==> config.mk <==
export PLATFORM = sky130hd
export DESIGN_NAME = mem_arbiter
export DESIGN_NICKNAME = d
export VERILOG_FILES = /design/src/rtl/mem_arbiter.sv
export SDC_FILE = /design/constraint.sdc
export NUM_CORES = 1
export LEC_CHECK = 0
export CAP_MARGIN = 20
export CORE_MARGIN = 3
export CORE_UTILIZATION = 43
export CTS_CLUSTER_DIAMETER = 60
export DETAILED_ROUTE_END_ITERATION = 16
export HOLD_SLACK_MARGIN = 0.08
export PLACE_DENSITY = 0.89
export REMOVE_ABC_BUFFERS = 1
export SETUP_SLACK_MARGIN = 0.1
export SLEW_MARGIN = 30
export SYNTH_ARGS = -nofsm -noshare
export SYNTH_HDL_FRONTEND = slang
export SYNTH_SLANG_ARGS = --single-unit
==> constraint.sdc <==
create_clock -name clk -period 4 [get_ports clk]
set_clock_uncertainty 0.05 [all_clocks]
set_input_delay 0.6 -clock clk [delete_from_list [all_inputs] [get_ports clk]]
set_output_delay 0.6 -clock clk [all_outputs]
set_load 0.01 [all_outputs]
==> src/rtl/mem_arbiter.sv <==
`default_nettype none
// ============================================================================
// Module   : mem_arbiter
// Purpose  : Serialises instruction-fetch and data accesses onto one memory
//            port with data priority and a bounded data streak; drives stall.
// Revision : 1.0
// ============================================================================
module mem_arbiter #(
    parameter int WIDTH        = 32,
    parameter int MAX_D_STREAK = 3
) (
    input  logic                 clk,
    input  logic                 rst,
    input  logic                 i_req,
    input  logic [WIDTH-1:0]     i_addr,
    output logic                 i_ack,
    output logic [WIDTH-1:0]     i_rdata,
    input  logic                 d_req,
    input  logic                 d_we,
    input  logic [WIDTH-1:0]     d_addr,
    input  logic [WIDTH-1:0]     d_wdata,
    input  logic [WIDTH/8-1:0]   d_be,
    output logic                 d_ack,
    output logic [WIDTH-1:0]     d_rdata,
    output logic                 m_req,
    output logic                 m_we,
    output logic [WIDTH-1:0]     m_addr,
    output logic [WIDTH-1:0]     m_wdata,
    output logic [WIDTH/8-1:0]   m_be,
    input  logic                 m_gnt,
    input  logic                 m_rvalid,
    input  logic [WIDTH-1:0]     m_rdata,
    output logic                 stall
);

    localparam int                    c_BE_W       = WIDTH / 8;
    localparam int                    c_STREAK_W   = $clog2(MAX_D_STREAK + 1);
    localparam logic [c_STREAK_W-1:0] c_STREAK_MAX = c_STREAK_W'(MAX_D_STREAK);
    localparam logic [c_STREAK_W-1:0] c_STREAK_ONE = c_STREAK_W'(1);

    localparam logic [1:0] c_ST_IDLE    = 2'd0;
    localparam logic [1:0] c_ST_ISSUE   = 2'd1;
    localparam logic [1:0] c_ST_WAIT_RD = 2'd2;
    localparam logic [1:0] c_ST_RESP    = 2'd3;

    localparam logic c_OWN_I = 1'b0;
    localparam logic c_OWN_D = 1'b1;

    logic [1:0]            r_state_q,   w_state_d;
    logic                  r_owner_q,   w_owner_d;
    logic [c_STREAK_W-1:0] r_streak_q,  w_streak_d;
    logic                  r_m_req_q,   w_m_req_d;
    logic                  r_m_we_q,    w_m_we_d;
    logic [WIDTH-1:0]      r_m_addr_q,  w_m_addr_d;
    logic [WIDTH-1:0]      r_m_wdata_q, w_m_wdata_d;
    logic [c_BE_W-1:0]     r_m_be_q,    w_m_be_d;
    logic                  r_i_ack_q,   w_i_ack_d;
    logic                  r_d_ack_q,   w_d_ack_d;
    logic [WIDTH-1:0]      r_i_rdata_q, w_i_rdata_d;
    logic [WIDTH-1:0]      r_d_rdata_q, w_d_rdata_d;
    logic                  w_grant_d;
    logic                  w_grant_i;

    always_comb begin
        w_state_d   = r_state_q;
        w_owner_d   = r_owner_q;
        w_streak_d  = r_streak_q;
        w_m_req_d   = r_m_req_q;
        w_m_we_d    = r_m_we_q;
        w_m_addr_d  = r_m_addr_q;
        w_m_wdata_d = r_m_wdata_q;
        w_m_be_d    = r_m_be_q;
        w_i_ack_d   = 1'b0;
        w_d_ack_d   = 1'b0;
        w_i_rdata_d = r_i_rdata_q;
        w_d_rdata_d = r_d_rdata_q;
        w_grant_d   = 1'b0;
        w_grant_i   = 1'b0;

        case (r_state_q)
            c_ST_IDLE: begin
                // Data wins unless the waiting fetch has already been passed over MAX_D_STREAK times
                w_grant_d = d_req && !(i_req && (r_streak_q == c_STREAK_MAX));
                w_grant_i = !w_grant_d && i_req;
                if (w_grant_d) begin
                    w_owner_d   = c_OWN_D;
                    w_m_req_d   = 1'b1;
                    w_m_we_d    = d_we;
                    w_m_addr_d  = d_addr;
                    w_m_wdata_d = d_wdata;
                    w_m_be_d    = d_be;
                    w_state_d   = c_ST_ISSUE;
                    if (i_req && (r_streak_q != c_STREAK_MAX)) begin
                        w_streak_d = r_streak_q + c_STREAK_ONE;
                    end
                end else if (w_grant_i) begin
                    w_owner_d   = c_OWN_I;
                    w_m_req_d   = 1'b1;
                    w_m_we_d    = 1'b0;
                    w_m_addr_d  = i_addr;
                    w_m_wdata_d = '0;
                    w_m_be_d    = '1;
                    w_streak_d  = '0;
                    w_state_d   = c_ST_ISSUE;
                end
            end
            c_ST_ISSUE: begin
                if (m_gnt) begin
                    w_m_req_d = 1'b0;
                    if (r_m_we_q) begin
                        // Stores complete on acceptance; the ack is raised entering RESP
                        w_state_d = c_ST_RESP;
                        w_i_ack_d = (r_owner_q == c_OWN_I);
                        w_d_ack_d = (r_owner_q == c_OWN_D);
                    end else begin
                        w_state_d = c_ST_WAIT_RD;
                    end
                end
            end
            c_ST_WAIT_RD: begin
                if (m_rvalid) begin
                    w_state_d = c_ST_RESP;
                    if (r_owner_q == c_OWN_D) begin
                        w_d_rdata_d = m_rdata;
                        w_d_ack_d   = 1'b1;
                    end else begin
                        w_i_rdata_d = m_rdata;
                        w_i_ack_d   = 1'b1;
                    end
                end
            end
            default: begin
                w_state_d = c_ST_IDLE;
            end
        endcase
    end

    always_ff @(posedge clk) begin
        if (!rst) begin
            r_state_q   <= c_ST_IDLE;
            r_owner_q   <= c_OWN_I;
            r_streak_q  <= '0;
            r_m_req_q   <= 1'b0;
            r_m_we_q    <= 1'b0;
            r_m_addr_q  <= '0;
            r_m_wdata_q <= '0;
            r_m_be_q    <= '0;
            r_i_ack_q   <= 1'b0;
            r_d_ack_q   <= 1'b0;
            r_i_rdata_q <= '0;
            r_d_rdata_q <= '0;
        end else begin
            r_state_q   <= w_state_d;
            r_owner_q   <= w_owner_d;
            r_streak_q  <= w_streak_d;
            r_m_req_q   <= w_m_req_d;
            r_m_we_q    <= w_m_we_d;
            r_m_addr_q  <= w_m_addr_d;
            r_m_wdata_q <= w_m_wdata_d;
            r_m_be_q    <= w_m_be_d;
            r_i_ack_q   <= w_i_ack_d;
            r_d_ack_q   <= w_d_ack_d;
            r_i_rdata_q <= w_i_rdata_d;
            r_d_rdata_q <= w_d_rdata_d;
        end
    end

    assign m_req   = r_m_req_q;
    assign m_we    = r_m_we_q;
    assign m_addr  = r_m_addr_q;
    assign m_wdata = r_m_wdata_q;
    assign m_be    = r_m_be_q;
    assign i_ack   = r_i_ack_q;
    assign d_ack   = r_d_ack_q;
    assign i_rdata = r_i_rdata_q;
    assign d_rdata = r_d_rdata_q;
    assign stall   = (i_req & ~r_i_ack_q) | (d_req & ~r_d_ack_q);

endmodule
`default_nettype wire

==> out/qor.txt, run 1 <==
Die Ht -> 117.0 µm
CP Cell Sequence -> clkdlybuf4s50_1 > inv_1 > o22ai_1 > clkdlybuf4s50_1
Seq pwr share -> 0.373
number of port buffers -> 275
highest clock rate -> 0.3697 GHz
Max stage delay on crit path -> 0.65 ns
crit path capture type -> primary output
n_diodes -> 0
first-pass GRT wire length -> 25640 µm
Pwr Total -> 0.004846 W
Psw -> 0.001418 W
Synthesis Warnings -> 0
GR Util All Layers -> 0.2394
starting density of the core -> 0.4521
CTS Hold Bufs -> 0
antenna violations before repair -> 1
post-route ant nets -> 0
#FFs+latches synth -> 141
TNS Setup -> 0 ns
largest net degree at the start of global routing -> 78
drt first pass iters -> 5
WHS -> 0.3997 ns
clock group share of total power -> 0.331
Slowest-stage cell, CP -> clkdlybuf4s50_1
syn_area_per_cell -> 8.884 µm²
design area -> 8648 µm²
clock sinks -> 141
final setup vio count -> 0
worst endpoint required time -> 3.35 ns
Pwr Density -> 560.4 nW/µm²
initial DRC count -> 464
CTS Buf Count -> 17
Sw Share -> 0.2926
share of cells above drive strength 1 -> 0.05233
Hold Path Class -> reg -> reg
buffer depth of the longest clock path -> 2
combinational power share -> 0.296
post-cts resize count -> 0
Final Hold Vio Count -> 0
Netlist cell types -> 35
DIE WIDTH -> 117.0 µm
most frequent cells in the layout -> clkdlybuf4s50_1 (274), nand2_1 (201), dfxtp_1 (141)
Layout Nets -> 992
CP max FO -> 7
WL final -> 16980 µm
die outline area -> 13680 µm²
cell row count -> 39
Pleak -> 3.224 nW
Via Count -> 5299
RePlAce Congestion -> 0.8171
Seq/Total Area, Yosys -> 0.5331
maximum vdd ir drop -> 0.3477 mV
Syn Inst Count -> 596
Slew HR -> 0.5500
status -> complete, no violations
HPWL Detailed -> 12400 µm
CTS H-tree lvls -> 4
setup repair bufs after CTS -> 0
CP startpoint kind -> primary input
post-route clock period utilization -> 0.6762
Max Cap Viol -> 0
Reg clk slew, reported paths -> 0.05 ns
vias in the first global route -> 5262
final global-route overflow total -> 0
CTS Root Cell -> clkbuf_16
area of the mapped netlist -> 5295 µm²
DRC viols -> 0
Synth top area share -> 0.5331
Core Area -> 11710 µm²
Synth area leader -> dfxtp_1
Worst EP arrival -> 2.05 ns
RSZ-0062 raised after global routing -> no
Synth area leaders -> dfxtp_1 (53%), nand2_1 (14%), a21boi_1 (9.5%), a22o_1 (5.5%), a31oi_1 (3.8%)
Clk Latency, worst-skew pair -> 0.40 ns
Crit Path Category -> in -> out
Internal -> 0.003428 W
CP most frequent cell -> clkdlybuf4s50_1
Tmin final -> 2.705 ns
Ports -> 276
Worst-Margin Slew -> 0.6750 ns
DP Area -> 8041 µm²
DR vias/cell -> 5.283
area delta synth->final -> 63.33%
routed wire length per instance -> 16.93 µm
Slew Limit Fails -> 0
most common cell after layout, fill and taps aside -> clkdlybuf4s50_1
CTS tree -> done
-- cell usage after synthesis --
cell / count
o21a_1: 1
inv_2: 1
dfxtp_1: 141
a21oi_1: 1
nand3b_1: 3
nor3_1: 1
nand3_1: 1
o22ai_1: 1
mux2i_1: 2
or3_1: 1
and3_1: 2
a32oi_1: 1
a21boi_4: 1
inv_1: 5
ha_1: 5
a22o_1: 33
and3b_1: 1
nand2b_1: 1
a21boi_1: 67
buf_4: 8
o221a_1: 4
o21ai_1: 30
buf_6: 1
buf_2: 16
o21ai_0: 3
clkbuf_1: 25
nor2b_1: 1
a222oi_1: 1
a21bo_2: 1
nor2_1: 1
nand4_1: 1
a211o_1: 1
nor3b_1: 1
a31oi_1: 32
nand2_1: 201
-- worst max-delay path: cells and delay by family --
family / cells / cell delay (ns)
compound gates: 1 / 0.17
buf+inv: 3 / 1.28
-- final cells by class --
type | instances | area [µm²]
Multi-Input combinational cell | 399 | 2210
Clock inverter | 10 | 136.4
Timing Repair Buffer | 283 | 2808
Tap cell | 143 | 178.9
Inverter | 6 | 22.52
Sequential cell | 141 | 2823
Fill cell | 787 | 3063
Clock buffer | 21 | 470.5
-- final timing paths --
path / endpoint / startpoint / cells past startpoint / slack (ns)
hold / removal: d_rdata[25]$_SDFFE_PN0N_ / d_rdata[25]$_SDFFE_PN0N_ / 2 / 0.40
setup reg to reg: m_addr[4]$_SDFFE_PN0P_ / r_state_q[1]$_SDFFE_PN0P_ / 6 / 1.89
hold reg to reg: d_rdata[25]$_SDFFE_PN0N_ / d_rdata[25]$_SDFFE_PN0N_ / 2 / 0.40
setup / recovery: stall / i_req / 4 / 1.30
-- sequential cells by signal, summed over array words and instances, names as in the netlist --
name        count
d_ack           1
d_rdata        32
i_ack           1
i_rdata        32
m_addr         32
m_be            4
m_req           1
m_wdata        32
m_we            1
r_owner_q       1
r_state_q       2
r_streak_q      2
-- stage by stage --
stage / instances / util / setup slack [ns]
2_1_floorplan: 546 / - / 0.8729
3_3_place_gp: 972 / 0.6865 / 0.9714
3_5_place_dp: 972 / 0.6866 / 1.274
4_1_cts: 1003 / 0.7385 / 1.300
5_1_grt: 1003 / 0.7385 / 1.233
6_report: 1003 / 0.7385 / 1.295
-- cell families after synthesis --
kind of cell | count (synthesis) | share of synthesized area
AND/OR/NAND/NOR | 215 | 0.1595
flip-flops | 141 | 0.5331
AO/OA/AOI/OAI | 177 | 0.2413
buffers and inverters | 56 | 0.05057
multiplexers | 2 | 0.003781
adder cells (fa/ha/maj) | 5 | 0.01181
-- power by group through the flow --
stage	Sequential [W]	Combinational [W]	Clock [W]
2_1_floorplan	0.00192	0.000509	0
3_3_place_gp	0.00181	0.00139	0
3_5_place_dp	0.00183	0.00144	0
4_1_cts	0.00181	0.00144	0.00163
5_1_grt	0.00184	0.00154	0.00168
6_report	0.00181	0.00143	0.00160
-- per-layer routing --
| metal | vias up | track usage | share of wire |
|---|---|---|---|
| met5 | - | 0 | 0.00077 |
| li1 | 2537 | - | - |
| met4 | 2 | 0.09557 | 0.022 |
| met1 | 2454 | 0.2615 | 0.39 |
| met3 | 34 | 0.08123 | 0.092 |
| met2 | 272 | 0.4259 | 0.50 |
(Power assumes the default switching activity.)
==> inputs of run 2 (changes only) <==
--- a/config.mk
+++ b/config.mk
@@ -7,11 +7,11 @@
 export LEC_CHECK = 0
 export CAP_MARGIN = 20
 export CORE_MARGIN = 3
-export CORE_UTILIZATION = 43
+export CORE_UTILIZATION = 40
 export CTS_CLUSTER_DIAMETER = 60
 export DETAILED_ROUTE_END_ITERATION = 16
 export HOLD_SLACK_MARGIN = 0.08
-export PLACE_DENSITY = 0.89
+export PLACE_DENSITY = 0.84
 export REMOVE_ABC_BUFFERS = 1
 export SETUP_SLACK_MARGIN = 0.1
 export SLEW_MARGIN = 30
==> constraint.sdc (replaced) <==
create_clock -name clk -period 2.8 [get_ports clk]
set_clock_uncertainty 0.05 [all_clocks]
set_input_delay 0.42 -clock clk [delete_from_list [all_inputs] [get_ports clk]]
set_output_delay 0.42 -clock clk [all_outputs]
set_load 0.01 [all_outputs]
==> run 2 against run 1 <==
Critical path depth unchanged. Via count shrank 3.0%. Clock power increased by 64%. Sequential power rose by 43%. Routed wire length fell by 2.5%. Critical path type unchanged. Largest cell class is now buffers.
==> out/qor.txt, run 2 (synthesis results as in run 1) <==
status -> complete, no violations
DRC viols -> 0
cell row count -> 41
number of port buffers -> 275
Max stage delay on crit path -> 0.64 ns
WL final -> 16560 µm
Layout Nets -> 993
drt first pass iters -> 4
area delta synth->final -> 66.19%
Reg clk slew, reported paths -> 0.06 ns
most frequent cells in the layout -> clkdlybuf4s50_1 (274), nand2_1 (201), dfxtp_1 (141)
Psw -> 0.002011 W
first-pass GRT wire length -> 25540 µm
die outline area -> 14650 µm²
CTS tree -> done
final core occ -> 0.6889
CTS H-tree lvls -> 4
initial DRC count -> 311
Hold Path Class -> reg -> reg
Critical Path Stages -> 4
DP Area -> 8098 µm²
Final Hold Vio Count -> 0
CP Buf/Inv Count -> 3
clock sinks -> 141
setup repair bufs after CTS -> 0
post-route clock period utilization -> 0.8478
CP max FO -> 7
Worst EP arrival -> 1.90 ns
DR vias/cell -> 4.970
CP startpoint kind -> primary input
Final WS setup -> 0.4263 ns
Clk Latency, worst-skew pair -> 0.40 ns
crit path capture type -> primary output
Slowest-stage cell, CP -> clkdlybuf4s50_1
Die Ht -> 121.1 µm
share of cells above drive strength 1 -> 0.05452
largest net degree at the start of global routing -> 93
vias in the first global route -> 5045
post-cts resize count -> 0
Slew Limit Fails -> 0
post-route ant nets -> 0
worst endpoint required time -> 2.33 ns
Pwr Total -> 0.007258 W
Crit Path Category -> in -> out
GR Util All Layers -> 0.2208
RSZ-0062 raised after global routing -> no
design area -> 8800 µm²
Seq pwr share -> 0.355
final global-route overflow total -> 0
n_diodes -> 0
Tmin final -> 2.374 ns
final setup vio count -> 0
Ports -> 276
RePlAce Congestion -> 0.7726
antenna violations before repair -> 2
WHS -> 0.3992 ns
CTS Buf Count -> 17
Placement Setup Slack -> 0.4182 ns
Via Count -> 5139
buffer depth of the longest clock path -> 2
Worst-Margin Slew -> 0.7844 ns
r2r worst-path depth -> 4
highest clock rate -> 0.4213 GHz
Internal -> 0.005247 W
CTS Root Cell -> clkbuf_16
routed wire length per instance -> 16.01 µm
combinational power share -> 0.283
clock group share of total power -> 0.362
HPWL Detailed -> 11550 µm
CTS Hold Bufs -> 0
Pwr Density -> 824.8 nW/µm²
CP Cell Sequence -> clkdlybuf4s50_1 > inv_1 > o22ai_1 > clkdlybuf4s50_1
Core Area -> 12770 µm²
Slew HR -> 0.4770
most common cell after layout, fill and taps aside -> clkdlybuf4s50_1
CP most frequent cell -> clkdlybuf4s50_1
starting density of the core -> 0.4145
Pleak -> 3.277 nW
DIE WIDTH -> 121.1 µm
Sw Share -> 0.2771
Max Cap Viol -> 0
maximum vdd ir drop -> 0.4673 mV
Largest delay share family, worst path -> buffers and inverters
hold path cells -> 2
## run 2: power by group through the flow
stage                     sequential [W]  combinational (W)  clock [W]
after floorplan                  0.00275           0.000727          0
after global placement           0.00260            0.00204          0
after detailed placement         0.00261            0.00207          0
after CTS                        0.00258            0.00208    0.00267
after global routing             0.00262            0.00223    0.00274
final                            0.00258            0.00205    0.00262
## run 2: worst paths after layout
| kind | slack (ns) | to | start |
|---|---|---|---|
| worst max-delay path | 0.43 | stall | i_req |
| worst min-delay path | 0.40 | i_rdata[24]$_SDFFE_PN0N_ | i_rdata[24]$_SDFFE_PN0N_ |
| worst min register to register | 0.40 | i_rdata[24]$_SDFFE_PN0N_ | i_rdata[24]$_SDFFE_PN0N_ |
| worst max register to register | 1.04 | m_wdata[26]$_SDFFE_PN0P_ | r_state_q[0]$_SDFFE_PN0P_ |
## run 2: area by class of cell
cell class | instances | area (µm²)
Clock buffer | 23 | 498.0
Clock inverter | 9 | 203.9
Fill cell | 1005 | 3974
Inverter | 6 | 22.52
Multi-Input combinational cell | 399 | 2210
Sequential cell | 141 | 2823
Tap cell | 172 | 215.2
Timing Repair Buffer | 284 | 2828
## run 2: metal layers
layer	vias up	track usage	wire length [µm]
met1	2373	0.2362	6288
met5	-	0	22
met3	27	0.08904	1523
met2	197	0.3932	8395
li1	2538	-	-
met4	4	0.07507	327
## run 2: tightest hold or removal path, stage by stage, from the launching register on
cell and delay, ns:
dfxtp_1 0.31, nand2_1 0.05, a21boi_1 0.05
## run 2: metrics by stage
stage | setup TNS, ns | instances
3_5_place_dp | 0 | 1002
5_1_grt | 0 | 1034
3_3_place_gp | 0 | 1002
2_1_floorplan | -10.80 | 546
6_report | 0 | 1034
4_1_cts | 0 | 1034
